`src/rtl/moore_seq_det_pkg.sv`:
```
// Shared constants and elaboration-time helpers for moore_seq_det.
// Holds the KMP transition functions, parameter range checks and ST_W derivation.
package moore_seq_det_pkg;

  localparam int MIN_PAT_LEN = 2;
  localparam int MAX_PAT_LEN = 16;
  localparam int MIN_CNT_W   = 1;
  localparam int MAX_CNT_W   = 32;

  typedef enum logic {
    MODE_NOVL = 1'b0,
    MODE_OVL  = 1'b1
  } ovl_mode_e;

  function automatic int st_w(input int len);
    return $clog2(len + 1);
  endfunction

  function automatic bit pat_len_ok(input int len);
    return (len >= MIN_PAT_LEN) && (len <= MAX_PAT_LEN);
  endfunction

  function automatic bit cnt_w_ok(input int w);
    return (w >= MIN_CNT_W) && (w <= MAX_CNT_W);
  endfunction

  // i-th pattern bit in arrival order (0 = first received).
  function automatic logic rx_bit(
    input logic [MAX_PAT_LEN-1:0] pat,
    input int                     len,
    input int                     i
  );
    return pat[len-1-i];
  endfunction

  function automatic int next_on_match(input int k);
    return k + 1;
  endfunction

  // Longest proper suffix of (first k pattern bits + b)
  // that is also a pattern prefix.
  function automatic int fail_target(
    input int                     k,
    input logic                   b,
    input logic [MAX_PAT_LEN-1:0] pat,
    input int                     len
  );
    int   res;
    int   idx;
    bit   ok;
    logic c;
    res = 0;
    for (int m = 1; m <= k; m++) begin
      ok = 1'b1;
      for (int j = 0; j < m; j++) begin
        idx = k + 1 - m + j;
        c = (idx < k) ? rx_bit(pat, len, idx) : b;
        if (c != rx_bit(pat, len, j))
          ok = 1'b0;
      end
      if (ok)
        res = m;
    end
    return res;
  endfunction

  // Longest proper border of the whole pattern.
  function automatic int border(
    input logic [MAX_PAT_LEN-1:0] pat,
    input int                     len
  );
    int res;
    bit ok;
    res = 0;
    for (int m = 1; m < len; m++) begin
      ok = 1'b1;
      for (int j = 0; j < m; j++) begin
        if (rx_bit(pat, len, j) != rx_bit(pat, len, len - m + j))
          ok = 1'b0;
      end
      if (ok)
        res = m;
    end
    return res;
  endfunction

  // Full transition from a partial-match state k < len.
  function automatic int step_target(
    input int                     k,
    input logic                   b,
    input logic [MAX_PAT_LEN-1:0] pat,
    input int                     len
  );
    if (b == rx_bit(pat, len, k))
      return next_on_match(k);
    return fail_target(k, b, pat, len);
  endfunction

endpackage

```
`src/rtl/moore_seq_det_sat_counter.sv`:
```
// Saturating up-counter with synchronous clear (clear beats increment).
// Ports: clk, rst (async active-low), inc, clr, count[W-1:0].
module sat_counter #(
  parameter int W = 8
) (
  input  logic         clk,
  input  logic         rst,
  input  logic         inc,
  input  logic         clr,
  output logic [W-1:0] count
);

  localparam logic [W-1:0] MAX = '1;

  always_ff @(posedge clk or negedge rst) begin
    if (!rst)
      count <= '0;
    else if (clr)
      count <= '0;
    else if (inc && (count != MAX))
      count <= count + W'(1);
  end

endmodule

```
`src/rtl/moore_seq_det.sv`:
```
// Parametrised Moore serial-pattern detector with KMP failure transitions.
// Ports: clk, rst (async active-low), x data, z qualifier, ovl overlap mode,
//   y registered match flag, state_o matched-bit count;
//   with MOORE_SEQ_DET_CNT_EN also cnt_clr and saturating match_cnt.
module moore_seq_det
  import moore_seq_det_pkg::*;
#(
  parameter int               PAT_LEN = 4,
  parameter logic [PAT_LEN-1:0] PATTERN = 4'b1011,
  parameter int               CNT_W   = 8,
  localparam int              ST_W    = st_w(PAT_LEN)
) (
  input  logic             clk,
  input  logic             rst,
  input  logic             x,
  input  logic             z,
  input  logic             ovl,
`ifdef MOORE_SEQ_DET_CNT_EN
  input  logic             cnt_clr,
  output logic [CNT_W-1:0] match_cnt,
`endif
  output logic             y,
  output logic [ST_W-1:0]  state_o
);

  if (!pat_len_ok(PAT_LEN)) begin : g_bad_len
    $error("moore_seq_det: PAT_LEN must be 2..16");
  end

  if (!cnt_w_ok(CNT_W)) begin : g_bad_cnt
    $error("moore_seq_det: CNT_W must be 1..32");
  end

  localparam logic [MAX_PAT_LEN-1:0] PAT16 =
    MAX_PAT_LEN'(PATTERN);
  localparam int BRD = border(PAT16, PAT_LEN);
  localparam logic [ST_W-1:0] LAST   = ST_W'(PAT_LEN);
  localparam logic [ST_W-1:0] BRD_ST = ST_W'(BRD);
  localparam int TAB_N = 2 ** ST_W;

  // Constant transition tables, one entry per partial state.
  // Padded to a power of two so the state indexes them directly.
  logic [ST_W-1:0] tgt0 [TAB_N];
  logic [ST_W-1:0] tgt1 [TAB_N];

  for (genvar k = 0; k < TAB_N; k++) begin : g_tab
    if (k < PAT_LEN) begin : g_live
      assign tgt0[k] =
        ST_W'(step_target(k, 1'b0, PAT16, PAT_LEN));
      assign tgt1[k] =
        ST_W'(step_target(k, 1'b1, PAT16, PAT_LEN));
    end else begin : g_pad
      assign tgt0[k] = '0;
      assign tgt1[k] = '0;
    end
  end

  logic [ST_W-1:0] state;
  logic [ST_W-1:0] nxt;
  logic [ST_W-1:0] src;
  logic            y_q;
  ovl_mode_e       mode;

  always_ff @(posedge clk or negedge rst) begin
    if (!rst) begin
      state <= '0;
      y_q   <= 1'b0;
    end else begin
      state <= nxt;
      y_q   <= (nxt == LAST);
    end
  end

  // A full match re-enters the partial-state table either at the
  // pattern border (overlap) or at S0 (non-overlap).
  always_comb begin
    mode = ovl_mode_e'(ovl);
    src  = state;
    nxt  = state;
    if (state == LAST)
      src = (mode == MODE_OVL) ? BRD_ST : '0;
    unique case (1'b1)
      !z:       nxt = state;
      z && x:   nxt = tgt1[src];
      z && !x:  nxt = tgt0[src];
      default:  nxt = state;
    endcase
  end

  assign y       = y_q;
  assign state_o = state;

`ifdef MOORE_SEQ_DET_CNT_EN
  logic inc;
  assign inc = z && (nxt == LAST);

  sat_counter #(
    .W(CNT_W)
  ) u_cnt (
    .clk  (clk),
    .rst  (rst),
    .inc  (inc),
    .clr  (cnt_clr),
    .count(match_cnt)
  );
`endif

endmodule

```
`config.mk`:
```
export PLATFORM = sky130hd
export DESIGN_NAME = moore_seq_det
export DESIGN_NICKNAME = d
export VERILOG_FILES = /design/src/rtl/moore_seq_det_pkg.sv /design/src/rtl/moore_seq_det_sat_counter.sv /design/src/rtl/moore_seq_det.sv
export SDC_FILE = /design/constraint.sdc
export NUM_CORES = 1
export LEC_CHECK = 0
export BUFFER_PORTS_ARGS = -buffer_cell sky130_fd_sc_hd__buf_2
export CAP_MARGIN = 20
export CORE_AREA = 2 2 39 41
export CTS_CLUSTER_SIZE = 12
export DETAILED_ROUTE_END_ITERATION = 8
export DIE_AREA = 0 0 41 43
export GPL_TIMING_DRIVEN = 0
export SYNTH_ARGS = -nofsm -noshare
export SYNTH_HDL_FRONTEND = slang
export SYNTH_HIERARCHICAL = 1
export SYNTH_SLANG_ARGS = --single-unit
```
`constraint.sdc`:
```
create_clock -name clk -period 2.7 [get_ports clk]
set_input_delay 0.405 -clock clk [delete_from_list [all_inputs] [get_ports clk]]
set_output_delay 0.405 -clock clk [all_outputs]
set_load 0.02 [all_outputs]
```
# Word level (Yosys, flattened, before mapping)
# Memories as Yosys holds them, arrays and structs flattened.
# Cells that the tools add are included.
# word_totals
register_bits	4
rom_bits	48
inputBits	5
out_inout_bits	4
word_cells	18
memories	2
# op_classes
magnitude_cmp	1
eq_ne	2
n_mux	7
bitwise	1
reduce_logical	3
# memory_table
name	words	width	rd	rd_clocked_by_memory_dff	wr	line	rtl
(name not given)	8	3	1	0	0	moore_seq_det.sv:84	z && x: nxt = tgt1[src];
(name not given)	8	3	1	0	0	moore_seq_det.sv:85	z && !x: nxt = tgt0[src];
# ops
operator	n
2-to-1 mux 3 bit	5
== test 3 bit (second input constant)	2
one-hot mux 3 bit (2 select lines)	1
greater-or-equal comparator 4 bit (second input constant)	1
NOT 3 -> 4 bit	1
logical AND 1 bit	2
logical NOT 1 bit	1
2-to-1 mux 1 bit	1

# Longest topological paths before layout
# logic_depth
word_depth	8
depth_mapped	3
depth_no_buf	3

# Worst setup path before layout
# No wires, ideal clock.
# synth_path
path_type	reg-to-reg
start	register state[2], in the netlist state_o[2]
end	register y_q, in the netlist y
setup_ns	0.096
arrival_time_ns	1.104
required_ns	2.604
path_slack_ns	1.500
path_stages_with_launch	3
path_buffers	0
synth_period_minus_slack_ns	1.200
cell_sequence	dfrtp_1 > or4_4 > o31ai_1
# synth_via
elab_chain_len	8
word_cells_on_any_way	11
cone_classes	eq/ne: 2; mux: 6; bitwise: 1; memory: 2
# synth_lines
element	line	rtl
start: declaration	moore_seq_det.sv:58	logic [ST_W-1:0] state;
start signal: assignment	moore_seq_det.sv:69	state <= nxt;
== test 3 bit	moore_seq_det.sv:80	if (state == LAST)
2-to-1 mux 3 bit	moore_seq_det.sv:80	
NOT 3 -> 4 bit (not written as such)	moore_seq_det.sv:84, moore_seq_det.sv:85	
memory (8 x 3 bit) (on tied branches)	-	
2-to-1 mux 3 bit (on tied branches) (2 in series)	moore_seq_det.sv:85, moore_seq_det.sv:84	
one-hot mux 3 bit (2 select lines) *	moore_seq_det.sv:82	unique case (1'b1)
== test 3 bit *	moore_seq_det.sv:70	y_q <= (nxt == LAST);
end signal: assignment	moore_seq_det.sv:70	
end: declaration	moore_seq_det.sv:61	logic y_q;
# Mark *: on every way between the ends. The rest lies on a longest branch, timed or not. The select of a mux whose other input is x is not followed.

# Worst setup path after layout
# layout_path
start	register state[0], in the netlist state_o[0]
end	output port state_o[0]
# layout_rtl
element	line	rtl
end: declaration	moore_seq_det.sv:23	output logic [ST_W-1:0] state_o
# No word-level cell between the ends.

==> summary.txt <==
Detailed routing
  – Remaining DRCs: 0
  – DR WL/cell: 9.300 microns
  – Vias/cell: 4.080
  – Routed vias: between 200 and 250
  – Initial DRC Count: 1
  – Post-DRT Antenna Nets: 0
  – WL final: 465 microns
  – Drt first pass iters: 2

Timing
  – Period Utilization, post-route: 0.4905
  – Fmax: 755.1 MHz
  – Slew margin rel.: 0.8301
  – Clock Skew: 0.002834 ns
  – Slew @ Worst Pin: 0.2548 ns
  – Slew Viols, Final: 0
  – Sum of negative setup slack: 0 ns
  – Setup WS post-layout: roughly 1.4 ns
  – Min cycle time layout: 1.324 ns
  – Final setup fails: 0
  – RSZ-0062 raised after global routing: false
  – Fin. Hold Viols: 0

Worst setup path
  – Required time worst endpoint: 2.30 ns
  – WP data arrival: ~0.9 ns
  – CP startpoint kind: flop
  – CP Cell Sequence: buf_2
  – Buf/Inv on CP: 1
  – Reg2Reg Setup Slack: about 1.5 ns
  – Reg2Reg Launch Point: state_o[2]$_DFF_PN0_
  – CP Class: flop to output pin
  – Nature of the critical path endpoint: output pin
  – FF-to-FF path depth: 2
  – Top delay family on crit path: flip-flops
  – Max stage delay on crit path: 0.47 ns
  – CP max FO: 9
  – CP max stage cell: dfrtp_1
  – Worst r2r dst: y$_DFF_PN0_

Power
  – Power Dens Cells: 946.8 nW/um^2
  – Peak VDD IR: 0.2345 mV
  – Leakage Power: 0.1532 nW

Clocking
  – Clock root cell: clkbuf_4
  – CTS sink cnt: 4
  – Clock tree from TritonCTS: done
  – H-Tree Depth: 1
  – TritonCTS Buffers: 3
  – Worst-Skew Late Latency: 0.23 ns
  – Maximum buffer depth of the clock tree: 2
  – Reg clk slew, reported paths: 0.03 ns
  – Post-cts resize count: 0

Die
  – Initial Utilization: 0.1501
  – Die Y: 43 microns
  – Core Rows: 14
  – Die area: 1763 sq um
  – Io pins: 9
  – Core area: approximately 1400 sq um
  – Die span in x: 41 microns

Cells and area
  – Fillers: 147
  – Area grow syn2layout: 44.58%
  – Cell area after layout: ~300 sq um
  – Final nets: 41
  – Core Util, Final: 0.2170
  – Share of post-route cells with drive strength above 1: 0.4118
  – Multi-input combinational cell area: 96.34 sq um
  – Non-Filler Instances: 50
  – Register area: 100.1 sq um
  – Antenna cells: 0

Place
  – DP Worst Slack: 1.455 ns
  – RePlAce Congestion: 0.7047
  – DP Cell Count: 46
  – Dpl cell area: 267.8 sq um
  – Port Buf Inserts: 8

Global route
  – Initial antenna violation count: 0
  – Largest net degree at the start of global routing: 10
  – Total gr overflow: 0
  – Global-route wire length before repair: 821 microns
  – Tot GR Track Use: 0.07855
  – Vias in the first global route: around 200

Min path
  – Worst hold start: x
  – Class of the worst hold path: primary input to flop
  – Hold depth: 2
  – Hold Path Sink: state_o[1]$_DFF_PN0_

Synthesis
  – Post-Syn Instances: 22
  – Avg Inst Size Synth: 9.441 sq um
  – Distinct cells, synth: 13
  – Post-synth top area cell: dfrtp_1
  – Top cell type's share of synthesized area: 0.4819
  – Register area share after synthesis: 0.4819
  – Yosys reg bits: 4
  – Mapped Area: 207.7 sq um
  – Syn nets: 27
  – Top post-synthesis cells by area: dfrtp_1 48%, o31ai_1 11%, and4bb_2 6.0%
  – Yosys warns: 6

Run status
  – Status: complete, no violations

Flow run
  – Max_cap viols: 0
==> synth_stat cells <==
cell type / count
nand2_1: 3
o21ai_0: 1
nor2b_1: 1
inv_1: 2
a21oi_1: 2
o31ai_1: 3
dfrtp_1: 4
inv_2: 1
and4bb_2: 1
a31oi_1: 1
nor3b_1: 1
or4_4: 1
nor2_1: 1
==> worst max path at each step <==
stage / startpoint / to / slack (ns) / depth (start not counted)
after detailed placement: z / y$_DFF_PN0_ / 1.45 / 4
after global routing: state_o[0]$_DFF_PN0_ / state_o[0] / 1.33 / 1
after CTS: state_o[0]$_DFF_PN0_ / state_o[0] / 1.37 / 1
after floorplan: state_o[2]$_DFF_PN0_ / y$_DFF_PN0_ / 1.50 / 2
after global placement: z / y$_DFF_PN0_ / 1.45 / 4
final: state_o[0]$_DFF_PN0_ / state_o[0] / 1.38 / 1
==> timing repair <==
action                    4_1_cts  5_1_grt
hold buffers                    1        0
buffers inserted                0        0
hold endpoints to repair        4        0
==> per-layer routing <==
layer,GRT usage,vias up,share of wire
li1,-,108,-
met4,0.1000,0,0
met3,0.04712,0,0.067
met2,0.07188,9,0.43
met5,0,-,0
met1,0.1006,87,0.50
==> registers in the layout, indices dropped and copies added (netlist names) <==
signal	flops
y	1
state_o	3
==> metrics by stage <==
stage          hold slack [ns]  total power, W
6_report                0.4014       0.0002843
5_1_grt                 0.4025       0.0003158
4_1_cts                 0.3883       0.0002890
3_5_place_dp            0.2125       0.0002113
3_3_place_gp            0.2097       0.0002093
2_1_floorplan           0.1094       0.0001746
==> power breakdown <==
part | internal (W) | total (W) | switching (W)
clock | 0.0000496 | 0.0000724 | 0.0000228
combinational | 0.0000440 | 0.000101 | 0.0000569
sequential | 0.0000785 | 0.000111 | 0.0000324
==> cells in the final DEF, fill, tap and decap left out, drive strengths merged <==
cell type	instances
o31ai	3
and4bb	1
nor3b	1
a21oi	2
nor2b	1
a31oi	1
dfrtp	4
nor2	1
dlygate4sd3	1
inv	3
clkbuf	3
nand2	3
or4	1
o21ai	1
buf	8
==> cell families after synthesis <==
kind of cell | share of synthesized area
simple gates | 0.2530
compound gates | 0.2108
flops | 0.4819
buf+inv | 0.05421
==> layout make-up <==
class / count / share of cell area
sequential: 4 / 0.3333
multi-input combinational: 15 / 0.3208
timing repair buffer: 9 / 0.1667
clock buffer: 3 / 0.07500
tap: 16 / 0.06667
inverter: 3 / 0.03750
(Power assumes the default switching activity.)
